## config.mk

```make
export PLATFORM = sky130hd
export DESIGN_NAME = staged_capture_bank
export DESIGN_NICKNAME = d
export VERILOG_FILES = /design/src/rtl/staged_capture_pkg.sv /design/src/rtl/capture_slice.sv /design/src/rtl/staged_capture_bank.sv
export SDC_FILE = /design/constraint.sdc
export NUM_CORES = 1
export LEC_CHECK = 0
export ABC_AREA = 1
export ABC_CLOCK_PERIOD_IN_PS = 3400
export BUFFER_PORTS_ARGS = -buffer_cell sky130_fd_sc_hd__buf_2
export CAP_MARGIN = 40
export CORE_MARGIN = 1
export CORE_UTILIZATION = 41
export CTS_CLUSTER_DIAMETER = 50
export CTS_CLUSTER_SIZE = 25
export DETAILED_ROUTE_END_ITERATION = 7
export GPL_ROUTABILITY_DRIVEN = 0
export GPL_TIMING_DRIVEN = 1
export PLACE_DENSITY = 0.64
export SLEW_MARGIN = 20
export SYNTH_ARGS = -nofsm -noshare
export SYNTH_HDL_FRONTEND = slang
export SYNTH_SLANG_ARGS = --single-unit
```

## constraint.sdc

```tcl
create_clock -name clk -period 3.4 [get_ports clk]
set_input_delay 0.51 -clock clk [delete_from_list [all_inputs] [get_ports clk]]
set_output_delay 0.51 -clock clk [all_outputs]
set_load 0.01 [all_outputs]
```

## src/rtl/staged_capture_pkg.sv

```systemverilog
// rtl/staged_capture_pkg.sv - state encoding and sizing helper for staged_capture_bank
package staged_capture_pkg;

  typedef enum logic [1:0] {
    ST_IDLE    = 2'd0,
    ST_CAPTURE = 2'd1,
    ST_READY   = 2'd2
  } state_t;

  // ceil(log2(n)), never less than 1 so a single-channel bank still has a pointer bit
  function automatic int clog2_min1(input int n);
    int r;
    r = 0;
    for (int i = 0; i < 31; i++) begin
      if ((1 << i) < n) r = i + 1;
    end
    return (r < 1) ? 1 : r;
  endfunction

endpackage

```

## src/rtl/capture_slice.sv

```systemverilog
// rtl/capture_slice.sv - one channel: shadow register feeding a committed output register
module capture_slice #(
  parameter int W = 5
) (
  input  logic         clk,
  input  logic         reset,
  input  logic         load_en,
  input  logic         commit_en,
  input  logic [W-1:0] d,
  output logic [W-1:0] q
);

  logic [W-1:0] r_shadow;
  logic [W-1:0] r_q;

  always_ff @(posedge clk or negedge reset) begin
    if (!reset) begin
      r_shadow <= '0;
      r_q      <= '0;
    end else begin
      if (load_en)   r_shadow <= d;
      if (commit_en) r_q      <= r_shadow;
    end
  end

  assign q = r_q;

endmodule

```

## src/rtl/staged_capture_bank.sv

```systemverilog
// rtl/staged_capture_bank.sv - capture channels into shadows, then commit them all at once
module staged_capture_bank
  import staged_capture_pkg::*;
#(
  parameter int NCH     = 3,
  parameter int W       = 5,
  parameter int ORDERED = 1
) (
  input  logic             clk,
  input  logic             reset,
  input  logic             start,
  input  logic             abort,
  input  logic             commit,
  input  logic [NCH-1:0]   valid,
  input  logic [NCH*W-1:0] din,
  output logic [NCH*W-1:0] q,
  output logic [NCH-1:0]   staged_mask,
  output logic             busy,
  output logic             ready,
  output logic             done,
  output logic             q_valid,
  output logic             err
);

  localparam int            PW   = clog2_min1(NCH);
  localparam logic [PW-1:0] LAST = PW'(NCH - 1);

  state_t         r_state;
  state_t         w_state_nxt;
  logic [PW-1:0]  r_ptr;
  logic [NCH-1:0] r_mask;
  logic           r_err;
  logic           r_done;
  logic           r_q_valid;

  logic [NCH-1:0] w_ptr_oh;
  logic [NCH-1:0] w_load;
  logic           w_hit;
  logic           w_start_seq;
  logic           w_mask_clr;
  logic           w_err_set;
  logic           w_commit_en;

  // one-hot of the pointer avoids indexing valid with a possibly wider pointer
  always_comb begin
    w_ptr_oh = '0;
    for (int i = 0; i < NCH; i++) begin
      w_ptr_oh[i] = (r_ptr == PW'(i));
    end
  end

  assign w_hit = |(valid & w_ptr_oh);

  always_comb begin
    w_state_nxt = r_state;
    w_load      = '0;
    w_start_seq = 1'b0;
    w_mask_clr  = 1'b0;
    w_err_set   = 1'b0;
    w_commit_en = 1'b0;
    case (r_state)
      ST_IDLE: begin
        if (start) begin
          w_state_nxt = ST_CAPTURE;
          w_start_seq = 1'b1;
        end
      end
      ST_CAPTURE: begin
        if (abort) begin
          w_state_nxt = ST_IDLE;
          w_mask_clr  = 1'b1;
        end else begin
          if (ORDERED != 0) begin
            w_load    = w_hit ? w_ptr_oh : '0;
            w_err_set = |(valid & ~w_ptr_oh);
          end else begin
            // first capture of a channel wins; repeats only raise the error flag
            w_load    = valid & ~r_mask;
            w_err_set = |(valid & r_mask);
          end
          if (&(r_mask | w_load)) w_state_nxt = ST_READY;
        end
      end
      ST_READY: begin
        if (abort) begin
          w_state_nxt = ST_IDLE;
          w_mask_clr  = 1'b1;
        end else if (commit) begin
          w_state_nxt = ST_IDLE;
          w_commit_en = 1'b1;
        end
      end
      default: w_state_nxt = ST_IDLE;
    endcase
  end

  always_ff @(posedge clk or negedge reset) begin
    if (!reset) r_state <= ST_IDLE;
    else        r_state <= w_state_nxt;
  end

  always_ff @(posedge clk or negedge reset) begin
    if (!reset) begin
      r_ptr     <= '0;
      r_mask    <= '0;
      r_err     <= 1'b0;
      r_done    <= 1'b0;
      r_q_valid <= 1'b0;
    end else begin
      if (w_start_seq) r_ptr <= '0;
      else if ((ORDERED != 0) && (|w_load) && (r_ptr != LAST)) r_ptr <= r_ptr + 1'b1;

      if (w_start_seq || w_mask_clr) r_mask <= '0;
      else                           r_mask <= r_mask | w_load;

      if (w_start_seq)    r_err <= 1'b0;
      else if (w_err_set) r_err <= 1'b1;

      r_done    <= w_commit_en;
      r_q_valid <= r_q_valid | w_commit_en;
    end
  end

  for (genvar g = 0; g < NCH; g++) begin : g_slice
    capture_slice #(.W(W)) u_slice (
      .clk       (clk),
      .reset     (reset),
      .load_en   (w_load[g]),
      .commit_en (w_commit_en),
      .d         (din[g*W +: W]),
      .q         (q[g*W +: W])
    );
  end

  assign staged_mask = r_mask;
  assign busy        = (r_state != ST_IDLE);
  assign ready       = (r_state == ST_READY);
  assign done        = r_done;
  assign q_valid     = r_q_valid;
  assign err         = r_err;

endmodule

```

## Word level (Yosys, flattened, before mapping)

Index checks and enable logic that the tools add are counted.
W data, S select, Z words.

| storage, ports and cells | value |
|---|---|
| word-level logic and storage cells | 65 |
| register bits after elaboration | 40 |
| input port bits | 23 |

| operators by class | value |
|---|---|
| eq/ne operators | 8 |
| reduce and logical (&&, ||, !) cells | 13 |
| muxes and demuxes | 25 |
| bitwise logic cells | 6 |
| $add $sub $neg | 1 |

Operator list:

| kind | number |
|---|---|
| $mux W3 | 6 |
| $mux W2 | 7 |
| $mux W1 | 11 |
| $reduce_or A3 Y1 | 3 |
| $and A3 B3 Y3 | 2 |
| $ne A3 B3 Y1 const B | 2 |
| $or A3 B3 Y3 | 2 |
| $pmux W2 S3 | 1 |
| $reduce_and A3 Y1 | 2 |
| $reduce_bool A2 Y1 | 3 |
| $eq A2 B1 Y1 const B | 2 |
| $eq A2 B2 Y1 const B | 2 |
| $logic_not A2 Y1 | 2 |
| $ne A2 B2 Y1 const B | 2 |
| $not A3 Y3 | 1 |
| $add A2 B1 Y2 const B | 1 |
| $reduce_or A2 Y1 | 1 |
| $logic_and A1 B1 Y1 | 1 |
| $logic_or A1 B1 Y1 | 1 |
| $or A1 B1 Y1 | 1 |

## Longest topological paths before layout

Gate-level depths: netlist of the first run.

| depth | value |
|---|---|
| depth in word-level cells | 12 |
| gate-level depth with buffers | 11 |

## Cells and area by module

A second synthesis of the first run with hierarchy kept.

| second synthesis, totals | value |
|---|---|
| cells, all modules | 207 |
| area total of the unflattened synthesis | 1730.4 sq um |

Modules (own cells, without submodules):

| module | instances | area an instance (sq um) | cells each |
|---|---|---|---|
| capture_slice | 3 | 370.4 | 42 |
| staged_capture_bank | 1 | 619.3 | 81 |

## Least setup slack after synthesis of the first run

OpenSTA, ideal clock, no wires.

| timing path | value |
|---|---|
| path type | reg2reg |
| from | register r_ptr[0] |
| to | register g_slice[1].u_slice.r_shadow[0] |
| period minus slack after synthesis | 1.464 ns |
| data required time | 3.275 ns |
| slack | 1.936 ns |
| cell stages (with the launch flop) | 7 |
| arrival time | 1.339 ns |
| path through | dfrtp_1 inv_1 ha_1 nand2_1 nand3_2 nand3_2 mux2_2 |

| between the ends | value |
|---|---|
| longest elaborated chain between the ends | 8 |
| elaborated cells between the ends (all ways) | 10 |
| those cells by class | eq/ne: 2; mux: 5; bitwise: 1; reduce/logical: 2 |

RTL lines:

| element | RTL line | text |
|---|---|---|
| start: declaration | staged_capture_bank.sv:30 | `logic [PW-1:0] r_ptr;` |
| start signal: assignment | staged_capture_bank.sv:111 | `else if ((ORDERED != 0) && (\|w_load) && (r_ptr != LAST)) r_ptr <= r_ptr + 1'b1;` |
| $eq A2 B1 Y1, or another cell as far along | staged_capture_bank.sv:48 | `w_ptr_oh[i] = (r_ptr == PW'(i));` |
| $and A3 B3 Y3 | staged_capture_bank.sv:52 | `assign w_hit = \|(valid & w_ptr_oh);` |
| $reduce_or A3 Y1 | staged_capture_bank.sv:52 |  |
| $mux W3 * | staged_capture_bank.sv:74 | `w_load = w_hit ? w_ptr_oh : '0;` |
| $mux W3 * | staged_capture_bank.sv:69 | `if (abort) begin` |
| $mux W3 * | staged_capture_bank.sv:61 | `case (r_state)` |
| $mux W3 * | staged_capture_bank.sv:69 |  |
| $mux W3 * | staged_capture_bank.sv:61 |  |
| end signal: assignment | capture_slice.sv:18 | `r_shadow <= '0;` |
| end signal: assignment | capture_slice.sv:21 | `if (load_en) r_shadow <= d;` |
| end: declaration | capture_slice.sv:13 | `logic [W-1:0] r_shadow;` |

Every way passes the cells marked *; elsewhere a longest branch is shown, timed or not. The select of a mux whose other input is x is not followed.
A chain may end at the register's enable or synchronous reset.

## Worst setup path after layout of the first run

| timing path | value |
|---|---|
| from | register r_ptr[0] |
| to | register r_ptr[1] |

| between the ends | value |
|---|---|
| longest elaborated chain between the ends | 11 |
| elaborated cells between the ends (all ways) | 17 |
| those cells by class | add/sub: 1; eq/ne: 3; mux: 7; bitwise: 1; reduce/logical: 5 |

RTL lines:

| element | RTL line |
|---|---|
| $eq A2 B1 Y1, or another cell as far along | staged_capture_bank.sv:48 |
| $and A3 B3 Y3 | staged_capture_bank.sv:52 |
| $reduce_or A3 Y1 | staged_capture_bank.sv:52 |
| $mux W3 | staged_capture_bank.sv:74 |
| $mux W3 | staged_capture_bank.sv:69 |
| $mux W3 | staged_capture_bank.sv:61 |
| $mux W3 | staged_capture_bank.sv:69 |
| $mux W3 | staged_capture_bank.sv:61 |
| $reduce_or A3 Y1 | staged_capture_bank.sv:111 |
| $logic_and A1 B1 Y1 | staged_capture_bank.sv:111 |
| $reduce_bool A2 Y1 (no line) | - |

Parallel ways exist; a longest one is shown, timed or not. The select of a mux whose other input is x is not followed.

==> results.json, run 1 <==
{
  "power_w": 0.00128,
  "dp.cells": 275,
  "status": "complete, no violations",
  "holdWs_ns": 0.149,
  "n_antenna_cell": 0,
  "hp-class": "primary input to async pin",
  "cts_sinks": 40,
  "synth_area_leaders": "dfrtp_1 (58%), nand2_1 (12%), inv_1 (5.7%)",
  "drc": 0,
  "grt_max_degree": 25,
  "arrival_ns": 1.99,
  "cts_buffers": 5,
  "cts_root_buf": "clkbuf_8",
  "endpoint_kind": "flip-flop",
  "io_buffer_count": 45,
  "postCtsHoldBufs": 0,
  "tightest_slew_ns": 0.594,
  "die_x_um": 66.8,
  "tritoncts": "yes",
  "finalSetupTns_ns": 0,
  "synth_cells": 182,
  "synth_top_area_share_pct": 58.1,
  "syn-cell-area_um2": 1720,
  "grt_usage_pct": 16.8,
  "core_um2": 4030,
  "die_y_um": 66.8,
  "ys_warn_count": 0,
  "post-synth-top-count-cell": "nand2_1",
  "synth_edf_count": 0,
  "insertion_delay_ns": 0.29,
  "slew_violations": 0,
  "startpoint_type": "flip-flop",
  "maxCapViolations": 0,
  "first_global_vias": 1259,
  "rsz0062_at_grt": "false",
  "htree_levels": 2,
  "cts-resized-gates": 0,
  "hpwl_um": 2500,
  "nets": 261,
  "area_growth_pct": 22.1,
  "avgSynthCellArea_um2": 9.47,
  "drt-total-wl_um": 3240,
  "p_per_area_nw_per_um2": 609,
  "reg2reg_setup_slack_ns": 1.59,
  "ant_nets": 0,
  "ys_async_sr_fraction_pct": 100,
  "post-cts-setup-buffer-count": 0,
  "setup_violations": 0,
  "dr.pass1.iters": 4,
  "clkTransAtPathRegs_ns": 0.07,
  "grt_pass1_wl_um": 5420,
  "ys_types": 19,
  "via_per_inst": 4.68,
  "cts_max_path_buffers": 2,
  "fin_skew_ns": 0.00534,
  "r2r-end": "r_ptr[1]",
  "synth_top_area_cell": "dfrtp_1",
  "worstReg2RegStart": "r_ptr[0]",
  "maxSlewHeadroom_pct": 60.4,
  "criticalPathCategory": "flip-flop to flip-flop",
  "fp-row-count": 23,
  "wl_per_cell_um": 11.5,
  "required_ns": 3.58,
  "finalCritPeriodShare_pct": 53.4,
  "synth_seq_cells": 40,
  "reg2regPathDepth": 9,
  "die-area_um2": 4470,
  "hold_violations": 0,
  "num-fill-cells": 404,
  "stdcell_count": 282,
  "cp_max_fo": 12,
  "peakVddDrop_uv": 285,
  "max_freq_mhz": 551,
  "ys_top_cells_by_count": "nand2_1 (53), dfrtp_1 (40), inv_1 (26)",
  "antenna_found_initial": 0,
  "start_util_pct": 42.8,
  "final_util_pct": 52.2,
  "io_pins": 46,
  "grt.overflow.total": 0,
  "min_period_ns": 1.81,
  "yosysSeqAreaShare_pct": 58.1,
  "synth_nets": 211,
  "synth_flop_cell": "dfrtp_1",
  "leakagePower_nw": 1.21,
  "drt_iter0_markers": 74,
  "drive_gt1_share_pct": 28.4,
  "vias": 1319
}
placed cells by master (no fill, tap or decap), drive strengths merged:
master,instances
a21boi,1
nor2,8
dfrtp,40
mux2,8
or2,1
nor3,1
o21ai,8
a21oi,13
inv,26
o221ai,1
clkinv,1
nand3,10
clkbuf,6
nand4,1
buf,47
ha,6
nand2,54
power by group:
group | internal (W) | switching [W] | total (W)
Combinational | 0.000147 | 0.000207 | 0.000354
Sequential | 0.000585 | 0.0000497 | 0.000635
Clock | 0.000139 | 0.000153 | 0.000293
Total | 0.000872 | 0.000410 | 0.00128
how the worst max path moves through the flow:
stage / cells past startpoint / start / end
3_3_place_gp: 9 / r_ptr[0] / r_ptr[0]
2_1_floorplan: 6 / r_ptr[0] / g_slice[1].u_slice.r_shadow[0]
6_report: 9 / r_ptr[0] / r_ptr[1]
3_5_place_dp: 9 / r_ptr[0] / r_ptr[1]
5_1_grt: 9 / r_ptr[0] / r_ptr[1]
4_1_cts: 9 / r_ptr[0] / r_ptr[1]
logic make-up after synthesis:
kind of cell,share of synthesized area (%)
DFF,58.1
buffers and inverters,6.83
AOI/OAI and AO/OA,7.04
muxes,5.23
and+or+nand+nor,18.4
adders and majority gates,4.36
state kept, by name (all words and copies together), names as in the netlist:
| signal | count |
|---|---|
| err | 1 |
| done | 1 |
| g_slice.u_slice.r_shadow | 15 |
| r_ptr | 2 |
| g_slice.u_slice.q | 15 |
| r_state | 2 |
| staged_mask | 3 |
| q_valid | 1 |
metrics by stage:
| stage | cell area, µm² | setup slack, ns |
|---|---|---|
| 4_1_cts | 2100 | 1.56 |
| 5_1_grt | 2100 | 1.35 |
| 6_report | 2100 | 1.59 |
| 3_5_place_dp | 2030 | 1.58 |
| 2_1_floorplan | 1720 | 1.94 |
| 3_3_place_gp | 2000 | 1.64 |
layout make-up:
| class | count | area (µm²) | area share, % |
|---|---|---|---|
| Sequential cell | 40 | 1000 | 47.6 |
| Multi-Input combinational cell | 112 | 604 | 28.7 |
| Timing Repair Buffer | 47 | 260 | 12.4 |
| Inverter | 26 | 97.6 | 4.64 |
| Clock buffer | 6 | 72.6 | 3.45 |
| Tap cell | 50 | 62.6 | 2.97 |
| Clock inverter | 1 | 5.00 | 0.238 |
critical path, cell delays in order (launching register included):
cell,delay (ns)
dfrtp_1,0.40
inv_1,0.10
ha_1,0.23
nand2_1,0.08
nand3_2,0.14
nand3_1,0.34
nand2_2,0.21
nand2_1,0.08
nand2_1,0.06
a21oi_1,0.06
layer usage:
metal,GRT usage [%],vias to the layer above,routed length [µm]
met4,7.18,0,51
met1,19.3,615,1430
met5,0,-,0
met3,6.68,7,203
met2,27.5,32,1560
li1,-,665,-
No activity file was read; power rests on OpenSTA's default activity.
==> inputs of run 2 (changes only) <==
ABC_CLOCK_PERIOD_IN_PS = 1600   (was 3400)
PLACE_DENSITY = 0.66   (was 0.64)
clock period = 1.6 ns   (was 3.4 ns; I/O delays follow)
==> run 2 against run 1 <==
Effect of this change:
- clock power grew 120%
- hold slack gained 0.034 ns
- clock skew is essentially flat
- total power grew 120%
- global-route usage grew 0.60 points
- fmax grew 22%
- combinational power grew 140%
- first-iteration DRC count shrank 47%
- sequential share of layout area shrank 2.2 points
- die area is the same
- routed wire length grew 4.7%
- worst setup slack lost 1.5 ns
- largest cell class unchanged
==> results.json, run 2 (synthesis gave the netlist of run 1 again) <==
{
  "status": "complete, no violations",
  "first_global_vias": 1317,
  "required_ns": 1.78,
  "area_growth_pct": 28.0,
  "start_util_pct": 42.8,
  "drive_gt1_share_pct": 32.1,
  "maxCapViolations": 0,
  "cpMostUsedCell": "nand3_4",
  "fin_skew_ns": 0.00518,
  "cts_root_buf": "clkbuf_8",
  "leakagePower_nw": 1.25,
  "antenna_found_initial": 0,
  "num-fill-cells": 382,
  "grt_usage_pct": 17.4,
  "hp-class": "primary input to flip-flop",
  "ant_nets": 0,
  "finalCritPeriodShare_pct": 92.7,
  "power_w": 0.00285,
  "grt.overflow.total": 0,
  "fp-row-count": 23,
  "final_cell_mix": "nand2_1 (53), buf_2 (45), dfrtp_1 (40)",
  "die-area_um2": 4470,
  "startpoint_type": "flip-flop",
  "tritoncts": "yes",
  "grt_max_degree": 22,
  "cp_max_fo": 7,
  "slew_violations": 0,
  "arrival_ns": 1.66,
  "layout_commonest_cell": "nand2_1",
  "die_y_um": 66.8,
  "setup_violations": 0,
  "holdWs_ns": 0.183,
  "clkTransAtPathRegs_ns": 0.07,
  "p_per_area_nw_per_um2": 1290,
  "drt-total-wl_um": 3400,
  "die_x_um": 66.8,
  "regArea_um2": 1000,
  "wl_per_cell_um": 11.7,
  "cts_buffers": 5,
  "crit_slowest_cell": "dfrtp_1",
  "max_freq_mhz": 674,
  "nets": 268,
  "peakVddDrop_uv": 595,
  "hold_violations": 0,
  "grt_pass1_wl_um": 5630,
  "vias": 1360,
  "hpwl_um": 2590,
  "tightest_slew_ns": 0.483,
  "dr.pass1.iters": 4,
  "cp_slowest_stage_delay_ns": 0.38,
  "io_buffer_count": 45,
  "min_period_ns": 1.48,
  "drc": 0,
  "io_pins": 46,
  "final_util_pct": 54.8,
  "crit_chain": "inv_1 -> ha_1 -> nand2_1 -> nand3_4 -> nand3_4 -> mux2_2",
  "multi_input_area_um2": 637,
  "n_antenna_cell": 0,
  "core_um2": 4030,
  "insertion_delay_ns": 0.29,
  "htree_levels": 2,
  "criticalPathCategory": "flip-flop to flip-flop",
  "via_per_inst": 4.69,
  "cts_max_path_buffers": 2,
  "cts_sinks": 40,
  "maxSlewHeadroom_pct": 67.8,
  "endpoint_kind": "flip-flop",
  "drt_iter0_markers": 39
}
## run 2: cell types whose count changed in the layout (fill, tap and decap cells not counted), moves of 2 or more
cell,delta
buf_12,+2
buf_4,+5
nand3_2,-2
nand3_4,+3
## run 2: routing by layer
layer  global-route usage (%)  vias up  share of wire (%)
li1                         -      686                  -
met1                     20.5      637                 44
met2                     29.5       32                 48
met3                     5.31        5                5.5
met4                     6.38        0                1.6
met5                        0        -                  0
## run 2: timing repair
item                                    CTS  global route
hold buffers                              1             0
endpoints found under the hold margin    20             0
endpoints found under the setup margin    0            29
setup buffers                             0             0
resized for setup                         0             8
## run 2: final timing paths
kind                       slack, ns                              to  cells after the start                    start
hold / removal                  0.18  g_slice[1].u_slice.r_shadow[2]                      2                   din[7]
setup / recovery                0.12  g_slice[1].u_slice.r_shadow[4]                      6                 r_ptr[1]
hold reg to reg                 0.46         g_slice[1].u_slice.q[2]                      2  g_slice[1].u_slice.q[2]
max in group asynchronous       0.68                      r_state[0]                      3                    reset
min in group asynchronous       0.44         g_slice[2].u_slice.q[2]                      2                    reset
setup reg to reg                0.12  g_slice[1].u_slice.r_shadow[4]                      6                 r_ptr[1]
## run 2: per-stage QoR
step | setup slack, ns | instance area [µm²] | setup TNS [ns] | std cells
5_1_grt | -0.00611 | 2210 | -0.00931 | 290
2_1_floorplan | 0.136 | 1720 | 0 | 182
4_1_cts | 0.0353 | 2170 | 0 | 290
3_5_place_dp | 0.0577 | 2080 | 0 | 281
6_report | 0.116 | 2210 | 0 | 290
3_3_place_gp | 0.0648 | 2080 | 0 | 281
## run 2: cell type report
cell class              count  share of cell area (%)
clock buffers               5                    3.12
clock inverters             3                   0.851
multi-input cells         112                    28.9
well taps                  50                    2.84
inverters                  26                    4.42
flip-flops and latches     40                    45.4
repair buffers             54                    14.5
## run 2: critical path: cells and delay by family, from the launching register on
kind	cells	cell delay, ns
AND/OR/NAND/NOR	3	0.39
buffers and inverters	1	0.07
flip-flops	1	0.38
multiplexers	1	0.35
adder cells (fa/ha/maj)	1	0.19
## run 2: report_power, final
| group | leakage, nW | total (W) | internal [W] | switching [W] |
|---|---|---|---|---|
| Sequential | 0.509 | 0.00135 | 0.00124 | 0.000105 |
| Clock | 0.0479 | 0.000649 | 0.000303 | 0.000346 |
| Combinational | 0.695 | 0.000851 | 0.000360 | 0.000492 |
| Total | 1.25 | 0.00285 | 0.00191 | 0.000942 |
==> inputs of run 3 (changes only) <==
ABC_AREA = default   (was 1)
==> run 3 against run 2 <==
Effect of this change:
- critical path depth unchanged
- clock-buffer cell count grew 1
- highest routed layer unchanged
- non-clock buffer count grew 10
- clock skew rose by 0.0026 ns
- area after synthesis increased by 7.3%
- the run now ends with hold timing, setup timing left
- worst setup slack worse by 0.17 ns
- clock power increased by 24%
- sequential power increased by 4%
- via count is essentially flat
- sequential share of layout area shrank 5.2 points
- cell count shrank 2.4%
==> results.json, run 3 <==
{
  "syn-cell-area_um2": 1850,
  "synth_seq_cells": 40,
  "startpoint_type": "flip-flop",
  "grt_pass1_wl_um": 6310,
  "synth_cells": 164,
  "tightest_slew_ns": 0.508,
  "leakagePower_nw": 1.31,
  "final_cell_mix": "nand2_1 (48), buf_2 (45), dfrtp_1 (39)",
  "wl_per_cell_um": 13.6,
  "ys_top_cells_by_count": "nand2_1 (49), dfrtp_1 (40), mux2_4 (15)",
  "synthAdderAreaFrac_pct": 4.06,
  "arrival_ns": 1.83,
  "area_growth_pct": 34.8,
  "first_global_vias": 1312,
  "fp-row-count": 24,
  "required_ns": 1.77,
  "rsz0062_at_grt": "true",
  "io_pins": 46,
  "grt.overflow.total": 0,
  "synth_area_leaders": "dfrtp_1 (54%), mux2_4 (12%), nand2_1 (9.9%)",
  "maxSlewHeadroom_pct": 66.2,
  "max_freq_mhz": 603,
  "reg2reg_setup_slack_ns": -0.06,
  "fin_skew_ns": 0.00773,
  "synth_simple_gate_area_share_pct": 16.6,
  "holdWs_ns": -0.00150,
  "nets": 259,
  "drc": 0,
  "final_util_pct": 57.2,
  "grt_usage_pct": 17.1,
  "worst_slack_ns": -0.0586,
  "maxCapViolations": 0,
  "yosysSeqAreaShare_pct": 54.1,
  "htree_levels": 2,
  "die-area_um2": 4780,
  "tritoncts": "yes",
  "slew_violations": 0,
  "failed_checks": "hold timing, setup timing",
  "synth_top_area_share_pct": 54.1,
  "ys_async_sr_fraction_pct": 100,
  "io_buffer_count": 45,
  "n_antenna_cell": 0,
  "synth_compound_area_share_pct": 7.92,
  "min_period_ns": 1.66,
  "synth_top_area_cell": "dfrtp_1",
  "hp-class": "primary input to async pin",
  "synth_nets": 193,
  "via_per_inst": 4.81,
  "num-fill-cells": 361,
  "drt_iter0_markers": 57,
  "peakVddDrop_uv": 581,
  "post-synth-top-count-cell": "nand2_1",
  "synth_flop_cell": "dfrtp_1",
  "die_x_um": 69.2,
  "fin_area_um2": 2490,
  "finalSetupTns_ns": -0.422,
  "ant_nets": 0,
  "start_util_pct": 42.5,
  "clkTransAtPathRegs_ns": 0.08,
  "antenna_found_initial": 0,
  "cp_max_fo": 5,
  "setup_violations": 17,
  "placed_area_um2": 2290,
  "ys_warn_count": 0,
  "core_um2": 4350,
  "criticalPathCategory": "flip-flop to flip-flop",
  "synth_mux_area_share_pct": 12.7,
  "status": "complete, but fails checks",
  "dr.pass1.iters": 4,
  "cts_sinks": 40,
  "drt-total-wl_um": 3860,
  "ys_types": 31,
  "insertion_delay_ns": 0.29,
  "cts_buffers": 5,
  "p_per_area_nw_per_um2": 1410,
  "postCtsHoldBufs": 0,
  "layout_commonest_cell": "nand2_1",
  "hpwl_um": 2720,
  "die_y_um": 69.2,
  "cts_root_buf": "clkbuf_8",
  "cts_max_path_buffers": 2,
  "hold_violations": 2,
  "vias": 1361,
  "synth_top_family_by_area": "simple AND/OR/NAND/NOR gates",
  "synth_xor_area_share_pct": 0.474,
  "drive_gt1_share_pct": 46.8,
  "finalCritPeriodShare_pct": 104,
  "avgSynthCellArea_um2": 11.3,
  "synth_edf_count": 0,
  "grt_max_degree": 41,
  "power_w": 0.00353,
  "endpoint_kind": "flip-flop"
}
[run 3: cell types whose count changed after synthesis, moves of 4 or more]
cell / previous run / this run
a21oi_1: 13 / 8
inv_1: 26 / 9
mux2_2: 8 / 0
mux2_4: 0 / 15
nand2_1: 53 / 49
nand3_1: 7 / 0
nor2_1: 8 / 4
o21ai_0: 8 / 0
[run 3: final cells by class]
| cell class | count | area, µm² | area share (%) |
|---|---|---|---|
| Clock buffer | 6 | 72.6 | 2.91 |
| Tap cell | 52 | 65.1 | 2.61 |
| Inverter | 9 | 37.5 | 1.51 |
| Multi-Input combinational cell | 110 | 875 | 35.1 |
| Timing Repair Buffer | 64 | 405 | 16.3 |
| Sequential cell | 40 | 1000 | 40.2 |
| Clock inverter | 2 | 35.0 | 1.41 |
[run 3: per-stage QoR]
stage               setup slack (ns)  instances
floorplan                    -0.0273        164
global placement              -0.111        273
detailed placement            -0.143        273
CTS                          -0.0949        279
global route                  -0.135        283
finish                       -0.0586        283
[run 3: cell families after synthesis]
group / after synthesis
buffers and inverters: 14
and+or+nand+nor: 67
adders and majority gates: 6
muxes: 16
AOI/OAI and AO/OA: 20
DFF: 40
xor gates and xnor gates: 1
[run 3: worst max-delay path, stage by stage (launching register included)]
cell and delay (ns):
dfrtp_2 0.44, ha_4 0.20, a22oi_4 0.21, buf_12 0.14, a21oi_4 0.05, and4_1 0.15, or3_1 0.34
[run 3: power by group]
| part | leakage [nW] | switching (W) | internal [W] |
|---|---|---|---|
| registers | 0.537 | 0.000155 | 0.00124 |
| logic | 0.719 | 0.000550 | 0.000769 |
| clock network | 0.0552 | 0.000345 | 0.000463 |
| total | 1.31 | 0.00105 | 0.00248 |
[run 3: routing by layer]
| metal | vias to the layer above | share of wire (%) | wire length [µm] | global-route usage [%] |
|---|---|---|---|---|
| li1 | 672 | - | - | - |
| met1 | 641 | 48 | 1860 | 23.1 |
| met2 | 38 | 45 | 1740 | 25.0 |
| met3 | 10 | 4.5 | 174 | 4.68 |
| met4 | 0 | 2.0 | 79 | 8.62 |
| met5 | - | 0 | 0 | 0 |
[run 3: final timing paths]
kind | start | end | cells past startpoint
min in group clk | start | r_ptr[0] | 2
worst max register to register | r_ptr[0] | r_state[0] | 6
worst min-delay path | reset | g_slice[1].u_slice.q[3] | 2
max in group asynchronous | reset | r_ptr[0] | 2
worst max-delay path | r_ptr[0] | r_state[0] | 6
worst min register to register | q_valid | q_valid | 1
[run 3: timing repair]
item,in CTS,in global routing
setup endpoints to repair,19,34
setup buffers,1,4
endpoints found under the hold margin,0,0
cloned,0,0
resized for setup,13,8
pin swaps,6,5
